**src/rtl/approx_mult_pipe.sv**
```systemverilog
// Three-stage pipelined nibble-product multiplier with per-beat exact/approximate mode.
// Optional error statistics are enabled by defining AMP_ERR_STAT_EN.
module approx_mult_pipe #(
    parameter int WIDTH     = 8,
    parameter int TRUNC_NIB = 1
) (
    input  logic               clk,
    input  logic               rst_n,
    input  logic               in_valid,
    output logic               in_ready,
    input  logic [WIDTH-1:0]   in_a,
    input  logic [WIDTH-1:0]   in_b,
    input  logic               in_approx,
    output logic               out_valid,
    input  logic               out_ready,
    output logic [2*WIDTH-1:0] out_p,
    output logic               out_approx
`ifdef AMP_ERR_STAT_EN
    ,
    input  logic               err_clr,
    output logic [15:0]        err_cnt,
    output logic [31:0]        err_sum
`endif
);

    localparam int unsigned N  = WIDTH / 4;
    localparam int unsigned PW = 2 * WIDTH;
    localparam int unsigned TN = TRUNC_NIB;

    logic adv;

    logic             s1_valid;
    logic             s1_mode;
    logic [WIDTH-1:0] s1_a;
    logic [WIDTH-1:0] s1_b;

    logic             s2_valid;
    logic             s2_mode;
    logic [7:0]       s2_prod  [N*N];
    logic [7:0]       nib_prod [N*N];
    logic [PW-1:0]    sum;

    // Whole pipe moves as one; a stalled output freezes every stage.
    assign adv      = !out_valid || out_ready;
    assign in_ready = adv;

    always_ff @(posedge clk or negedge rst_n) begin
        if (!rst_n) begin
            s1_valid <= 1'b0;
            s1_mode  <= 1'b0;
            s1_a     <= '0;
            s1_b     <= '0;
        end else if (adv) begin
            s1_valid <= in_valid;
            s1_mode  <= in_approx;
            s1_a     <= in_a;
            s1_b     <= in_b;
        end
    end

    always_comb begin
        nib_prod = '{default: '0};
        for (int unsigned i = 0; i < N; i++) begin
            for (int unsigned j = 0; j < N; j++) begin
                if (s1_mode && ((i + j) < TN))
                    nib_prod[i*N+j] = '0;
                else
                    nib_prod[i*N+j] = {4'b0, s1_a[4*i +: 4]} * {4'b0, s1_b[4*j +: 4]};
            end
        end
    end

    always_ff @(posedge clk or negedge rst_n) begin
        if (!rst_n) begin
            s2_valid <= 1'b0;
            s2_mode  <= 1'b0;
            s2_prod  <= '{default: '0};
        end else if (adv) begin
            s2_valid <= s1_valid;
            s2_mode  <= s1_mode;
            s2_prod  <= nib_prod;
        end
    end

    always_comb begin
        sum = '0;
        for (int unsigned i = 0; i < N; i++) begin
            for (int unsigned j = 0; j < N; j++) begin
                sum = sum + (PW'(s2_prod[i*N+j]) << (4 * (i + j)));
            end
        end
    end

    always_ff @(posedge clk or negedge rst_n) begin
        if (!rst_n) begin
            out_valid  <= 1'b0;
            out_p      <= '0;
            out_approx <= 1'b0;
        end else if (adv) begin
            out_valid  <= s2_valid;
            out_p      <= sum;
            out_approx <= s2_mode;
        end
    end

`ifdef AMP_ERR_STAT_EN
    logic [WIDTH-1:0] s2_a;
    logic [WIDTH-1:0] s2_b;
    logic [PW-1:0]    s3_exact;
    logic [PW-1:0]    diff;
    logic [64:0]      sum_ext;
    logic             err_hit;

    always_ff @(posedge clk or negedge rst_n) begin
        if (!rst_n) begin
            s2_a     <= '0;
            s2_b     <= '0;
            s3_exact <= '0;
        end else if (adv) begin
            s2_a     <= s1_a;
            s2_b     <= s1_b;
            s3_exact <= PW'(s2_a) * PW'(s2_b);
        end
    end

    assign diff    = s3_exact - out_p;
    assign sum_ext = 65'(err_sum) + 65'(diff);
    assign err_hit = out_valid && out_ready && out_approx && (diff != '0);

    always_ff @(posedge clk or negedge rst_n) begin
        if (!rst_n) begin
            err_cnt <= '0;
            err_sum <= '0;
        end else if (err_clr) begin
            err_cnt <= '0;
            err_sum <= '0;
        end else if (err_hit) begin
            err_cnt <= (err_cnt == '1) ? '1 : err_cnt + 16'd1;
            err_sum <= (sum_ext > 65'h0_FFFF_FFFF) ? '1 : sum_ext[31:0];
        end
    end
`endif

endmodule

```
**config.mk**
```make
export PLATFORM = sky130hd
export DESIGN_NAME = approx_mult_pipe
export DESIGN_NICKNAME = d
export VERILOG_FILES = /design/src/rtl/approx_mult_pipe.sv
export SDC_FILE = /design/constraint.sdc
export NUM_CORES = 1
export LEC_CHECK = 0
export ABC_AREA = 1
export BUFFER_PORTS_ARGS = -buffer_cell sky130_fd_sc_hd__buf_4
export CAP_MARGIN = 20
export CORE_MARGIN = 3
export CORE_UTILIZATION = 25
export DETAILED_ROUTE_END_ITERATION = 7
export HOLD_SLACK_MARGIN = 0.12
export PLACE_DENSITY = 0.45
export SYNTH_ARGS = -nofsm -noshare
export SYNTH_HDL_FRONTEND = slang
export SYNTH_SLANG_ARGS = --single-unit
```
**constraint.sdc**
```tcl
create_clock -name clk -period 7.8 [get_ports clk]
set_input_delay 1.56 -clock clk [delete_from_list [all_inputs] [get_ports clk]]
set_output_delay 1.56 -clock clk [all_outputs]
set_load 0.05 [all_outputs]
```
==> metrics.txt, run 1 <==
status=finished, final reports clean; antenna violations before repair=0; Placer Congestion=0.736; Layout Area Growth over Synthesis=14.8%; setup bufs post-CTS=0; Worst Setup End Kind=output port; critical path data required time=6.24 ns; Slew @ Worst Pin=0.918 ns; first-pass GRT wire length=19700 um; max-cap violations=0; fin crit period=4.26 ns; max-slew violations=0; YS warnings=0; Die Ht=150 um; Synth Area per Inst=7.87 sq um; Post-DP Area=5620 sq um; relative slew slack=0.388; diode count=0; Mapped Cells=654; number of top-level pins=40; number of port buffers=39; Core Util, Final=0.298; post-CTS resize count=0; period utilisation layout=0.546; clk buf depth=2; Total GRT Usage=0.110; area of the core=19800 sq um; critical path class=input port to output port; Layout Skew=0.00526 ns; cts hold-fix bufs=0; worst skew pair latency=0.34 ns; setup TNS=0 ns; sequential fraction of the synthesis area=0.340; largest net degree at the start of global routing=76; crit path max fanout=75; Worst-path clk slew=0.06 ns; Remaining Overflow, GRT=0; CTS buffer count=9; RSZ-0062 raised after global routing=false; WL/cell=11.9 um; Hold WS=0.467 ns; final hold vios=0; post-synthesis cell type count=31; Arrival @ worst endpoint=2.70 ns; antenna-violating nets left=0; post-route cell area=5910 sq um; maximum vdd drop=0.000155 V; Final WS setup=3.54 ns; synthesis-stage register bit count=70; placed cell count=930; via count=3869; FP Rows=51; # DRC=0; Mapped Nets=756; Worst Hold Class=flip-flop to flip-flop; final setup vio count=0; Via density=4.09; Iter 0 DRT Violations=181; Max Freq=235 MHz; Clock Sinks=70; layout cells sized above 1=0.0971; Final Non-Filler Cells=945; vias in the first global route=3851; Pwr Density=391 nW/um^2; Setup WS pre-CTS=3.52 ns; CTS tree=built; Post-Route WL=11300 um; drt first pass iters=6; # nets final=778; total power=2.31 mW; die area=22400 sq um; Critical Path Start Type=input port; Lkg Pwr=3.41 nW; clk root buf=clkbuf_16; Starting Density=0.259; die width=150 um; H-tree levels=3; detailed placement HPWL=8280 um; synthesized area=5150 sq um
-- cell type report --
| class | instances | area, sq um |
|---|---|---|
| flip-flops and latches | 70 | 1750 |
| repair buffers | 41 | 308 |
| inverters | 106 | 398 |
| clock buffers | 9 | 225 |
| well taps | 265 | 332 |
| clock inverters | 6 | 63.8 |
| multi-input cells | 448 | 2840 |
| fillers | 2200 | 13900 |
-- cell families after synthesis --
group	share of synthesized area
AOI/OAI and AO/OA	0.0569
xor gates and xnor gates	0.0204
adders and majority gates	0.233
buffers and inverters	0.110
DFF	0.340
and+or+nand+nor	0.239
-- cell usage in the layout (no fill, tap or decap), types with 5 or more instances in the layout --
master     netlist  routed
nand2_1        238     238
inv_1          104     104
dfrtp_1         70      70
ha_1            56      56
buf_4            7      41
nand3_1         28      28
o21ai_0         28      28
fa_1            25      25
nor2_1          16      16
clkbuf_16        0       9
a21oi_1          8       8
xnor2_1          8       8
nand4_1          8       8
o21ai_1          5       5
-- synth_stat cells --
| cell type | count | area [sq um] |
|---|---|---|
| dfrtp_1 | 70 | 1750 |
| nand3_1 | 28 | 140 |
| a21oi_1 | 8 | 40.0 |
| a21oi_2 | 2 | 17.5 |
| a21o_1 | 3 | 22.5 |
| o31ai_1 | 1 | 7.51 |
| buf_6 | 1 | 11.3 |
| a21boi_1 | 1 | 7.51 |
| o21bai_1 | 1 | 7.51 |
| o21ai_1 | 5 | 25.0 |
| nand3_2 | 2 | 20.0 |
| buf_2 | 2 | 10.0 |
| nor2_1 | 16 | 60.1 |
| o22ai_1 | 2 | 12.5 |
| xnor2_1 | 8 | 70.1 |
| buf_4 | 7 | 52.6 |
| nor3_1 | 3 | 15.0 |
| xor2_1 | 4 | 35.0 |
| inv_1 | 104 | 390 |
| inv_2 | 2 | 7.51 |
| nor2_2 | 3 | 18.8 |
| nand4_1 | 8 | 50.1 |
| nor2_4 | 1 | 11.3 |
| clkbuf_1 | 18 | 67.6 |
| fa_1 | 25 | 500 |
| clkbuf_8 | 2 | 27.5 |
| nand2_1 | 238 | 893 |
| o21ai_0 | 28 | 140 |
| nand3b_1 | 3 | 22.5 |
| a31oi_1 | 2 | 12.5 |
| ha_1 | 56 | 701 |
-- registers in the layout, summed over array words and instances (netlist names), 8 cells and up --
register	flops
out_p	16
s1_a	8
s1_b	8
s2_prod	32
-- report_power, final --
part           total [mW]  internal (mW)  switching [mW]
registers           0.635          0.502           0.134
clock network       0.406          0.245           0.161
logic                1.27          0.480           0.788
total                2.31           1.23            1.08
-- layer usage --
metal	routed length [um]	vias up	track usage	part of all wire
li1	-	2051	-	-
met1	6120	1767	0.159	0.54
met2	4700	40	0.166	0.42
met3	330	11	0.0291	0.029
met4	126	0	0.0261	0.011
met5	0	-	0	0
-- final timing paths --
| path | startpoint | end | slack [ns] | depth (start not counted) |
|---|---|---|---|---|
| min | s2_valid$_DFFE_PN0P_ | out_valid$_DFFE_PN0P_ | 0.47 | 2 |
| max | out_ready | in_ready | 3.54 | 5 |
| max in group asynchronous | rst_n | s1_b[0]$_DFFE_PN0P_ | 5.85 | 1 |
| max reg2reg | s1_a[0]$_DFFE_PN0P_ | s2_prod[30]$_DFFE_PN0P_ | 4.85 | 9 |
| min reg2reg | s2_valid$_DFFE_PN0P_ | out_valid$_DFFE_PN0P_ | 0.47 | 2 |
| min in group asynchronous | rst_n | out_valid$_DFFE_PN0P_ | 1.35 | 1 |
-- worst max-delay path, stage by stage --
cell and delay, ns:
buf_4 0.12, nor2_4 0.08, buf_4 0.60, inv_2 0.07, buf_4 0.21
No activity file was read; power rests on OpenSTA's default activity.
==> run 2, diff against run 1 <==
--- a/config.mk
+++ b/config.mk
@@ -12,7 +12,7 @@
 export CORE_UTILIZATION = 25
 export DETAILED_ROUTE_END_ITERATION = 7
 export HOLD_SLACK_MARGIN = 0.12
-export PLACE_DENSITY = 0.45
+export PLACE_DENSITY = 0.46
 export SYNTH_ARGS = -nofsm -noshare
 export SYNTH_HDL_FRONTEND = slang
 export SYNTH_SLANG_ARGS = --single-unit
==> constraint.sdc (replaced) <==
create_clock -name clk -period 3.5 [get_ports clk]
set_input_delay 0.7 -clock clk [delete_from_list [all_inputs] [get_ports clk]]
set_output_delay 0.7 -clock clk [all_outputs]
set_load 0.05 [all_outputs]
==> run 2 against run 1 <==
  * Critical path type is now flip-flop to flip-flop
  * Sequential share of layout area is essentially flat
  * Combinational power grew 120%
  * Non-clock buffer count up 1
  * Design area hardly changed
  * Core utilization barely moved
  * Clock power is 110% higher
  * First-iteration DRC count decreased by 11%
  * Global-route usage up 0.18 points
  * Setup slack got worse by 2.9 ns
  * Worst hold slack got worse by 0.013 ns
  * Clock-buffer cell count up 3
  * Final cell count increased by 0.11%
==> metrics.txt, run 2 (synthesis gave the netlist of run 1 again) <==
clk buf depth=2 (unchanged); Core Util, Final=0.298 (about the same); Switching Fraction=0.470 (+0.000765); most frequent cells in the layout=nand2_1, inv_1, dfrtp_1, ha_1, buf_4; FP Rows=51 (unchanged); Clock Sinks=70 (unchanged); Pwr Density=862 nW/um^2 (+120%); placed cell count=931 (+0.11%); number of top-level pins=40 (unchanged); Placer Congestion=0.751 (+2.1%); Critical Path Start Type=flip-flop; critical path class=flip-flop to flip-flop; Final WS setup=0.667 ns (-2.87 ns); cts hold-fix bufs=0 (unchanged); P_sw=2.39 mW (+120%); Arrival @ worst endpoint=3.06 ns (+0.36 ns); setup TNS=0 ns (unchanged); Total GRT Usage=0.112 (+0.00183); worst setup path start=s1_b[3]$_DFFE_PN0P_; Layout Area Growth over Synthesis=14.8% (about the same); Worst-path clk slew=0.06 ns (about the same); detailed placement HPWL=8610 um (+4.0%); crit path max fanout=9 (-88%); number of port buffers=39 (unchanged); antenna violations before repair=0 (unchanged); maximum vdd drop=0.000221 V (+42%); # DRC=0 (unchanged); Lkg Pwr=3.41 nW (about the same); CTS buffer count=9 (unchanged); max-slew violations=0 (unchanged); CTS tree=built; period utilisation layout=0.810; hold path start=s2_valid$_DFFE_PN0P_; RSZ-0062 raised after global routing=false; worst skew pair latency=0.34 ns (about the same); Final Non-Filler Cells=946 (+0.11%); layout cells sized above 1=0.0969 (-0.000143); Setup WS pre-CTS=0.651 ns (-2.87 ns); max FFs per register=32 (unchanged); final setup vio count=0 (unchanged); area of the core=19800 sq um (unchanged); critical path data required time=3.72 ns (-2.52 ns); Die Ht=150 um (unchanged); Worst Hold Class=flip-flop to flip-flop; post-CTS resize count=0 (unchanged); via count=3912 (+1.1%); Worst Setup End Kind=flip-flop; WL/cell=12.2 um (+2.4%); Slew @ Worst Pin=0.920 ns (+0.00193 ns); H-tree levels=3 (unchanged); largest net degree at the start of global routing=71 (-6.6%); FF-to-FF Start=s1_b[3]$_DFFE_PN0P_; diode count=0 (unchanged); fin crit period=2.83 ns; Int Pwr=2.70 mW (+120%); die width=150 um (unchanged); Iter 0 DRT Violations=161 (-11%); # nets final=779 (+0.13%); most common cell after layout, fill and taps aside=nand2_1; die area=22400 sq um (unchanged); Via density=4.14 (+1.0%); Largest regs=s2_prod: 32 flops, out_p: 16 flops; Max Freq=353 MHz; status=finished, final reports clean; Clk pwr share=0.168 (-0.008); Seq pwr share=0.277 (+0.002); relative slew slack=0.386 (-0.00129); setup bufs post-CTS=0 (unchanged); vias in the first global route=3933 (+2.1%); first-pass GRT wire length=19900 um (+1.1%); antenna-violating nets left=0 (unchanged); final hold vios=0 (unchanged); max-cap violations=0 (unchanged); Layout Skew=0.00762 ns (+0.00236 ns); Remaining Overflow, GRT=0 (unchanged); Reg with most FFs=s2_prod; Starting Density=0.259 (unchanged); Post-Route WL=11600 um (+2.5%); drt first pass iters=4 (-2); clk root buf=clkbuf_16; Comb pwr share=0.555 (+0.006)
-- run 2: changes by cell type in the layout (fill, tap and decap cells not counted) --
cell and change:
bufinv_16 -1, buf_4 +1, clkinv_4 -1, clkbuf_8 +2, clkbuf_1 +1, clkinv_2 -1
-- run 2: worst paths after layout --
kind | to | slack (ns) | cells past startpoint
min reg2reg | out_valid$_DFFE_PN0P_ | 0.45 | 2
max reg2reg | s2_prod[30]$_DFFE_PN0P_ | 0.67 | 9
max in group asynchronous | s1_a[5]$_DFFE_PN0P_ | 2.41 | 1
min in group asynchronous | out_p[9]$_DFFE_PN0P_ | 0.50 | 1
max | s2_prod[30]$_DFFE_PN0P_ | 0.67 | 9
min | out_valid$_DFFE_PN0P_ | 0.45 | 2
-- run 2: power by group through the flow --
stage | clock network (mW) | registers [mW] | logic (mW)
global route | 0.927 | 1.46 | 3.31
CTS | 0.896 | 1.42 | 2.90
floorplan | 0 | 1.60 | 1.99
global placement | 0 | 1.42 | 2.87
detailed placement | 0 | 1.43 | 2.87
finish | 0.858 | 1.41 | 2.83
-- run 2: worst max-delay path, stage by stage, from the launching register on --
cell and delay (ns):
dfrtp_1 0.50, nand2_1 0.12, fa_1 0.55, inv_1 0.06
fa_1 0.56, inv_1 0.06, fa_1 0.44, o21ai_0 0.21
xnor2_1 0.14, o21ai_1 0.07
-- run 2: area by class of cell --
type,instances,area (sq um)
repair buffers,42,315
inverters,106,398
flip-flops and latches,70,1750
multi-input cells,448,2840
clock buffers,12,256
clock inverters,3,20.0
well taps,265,332
fillers,2165,13900
-- run 2: stage by stage --
stage / total power [mW] / instance area [sq um] / hold slack (ns)
2_1_floorplan: 3.59 / 5150 / 0.404
3_3_place_gp: 4.29 / 5630 / 0.440
3_5_place_dp: 4.30 / 5630 / 0.442
4_1_cts: 5.21 / 5910 / 0.455
5_1_grt: 5.70 / 5910 / 0.489
6_report: 5.09 / 5910 / 0.455
-- run 2: layer usage --
metal,global-route usage,share of wire,wire (um),vias up
met4,0.0284,0.014,159,0
met1,0.157,0.52,6040,1792
met5,0,0,0,-
li1,-,-,-,2058
met2,0.171,0.43,4990,49
met3,0.0315,0.033,376,13
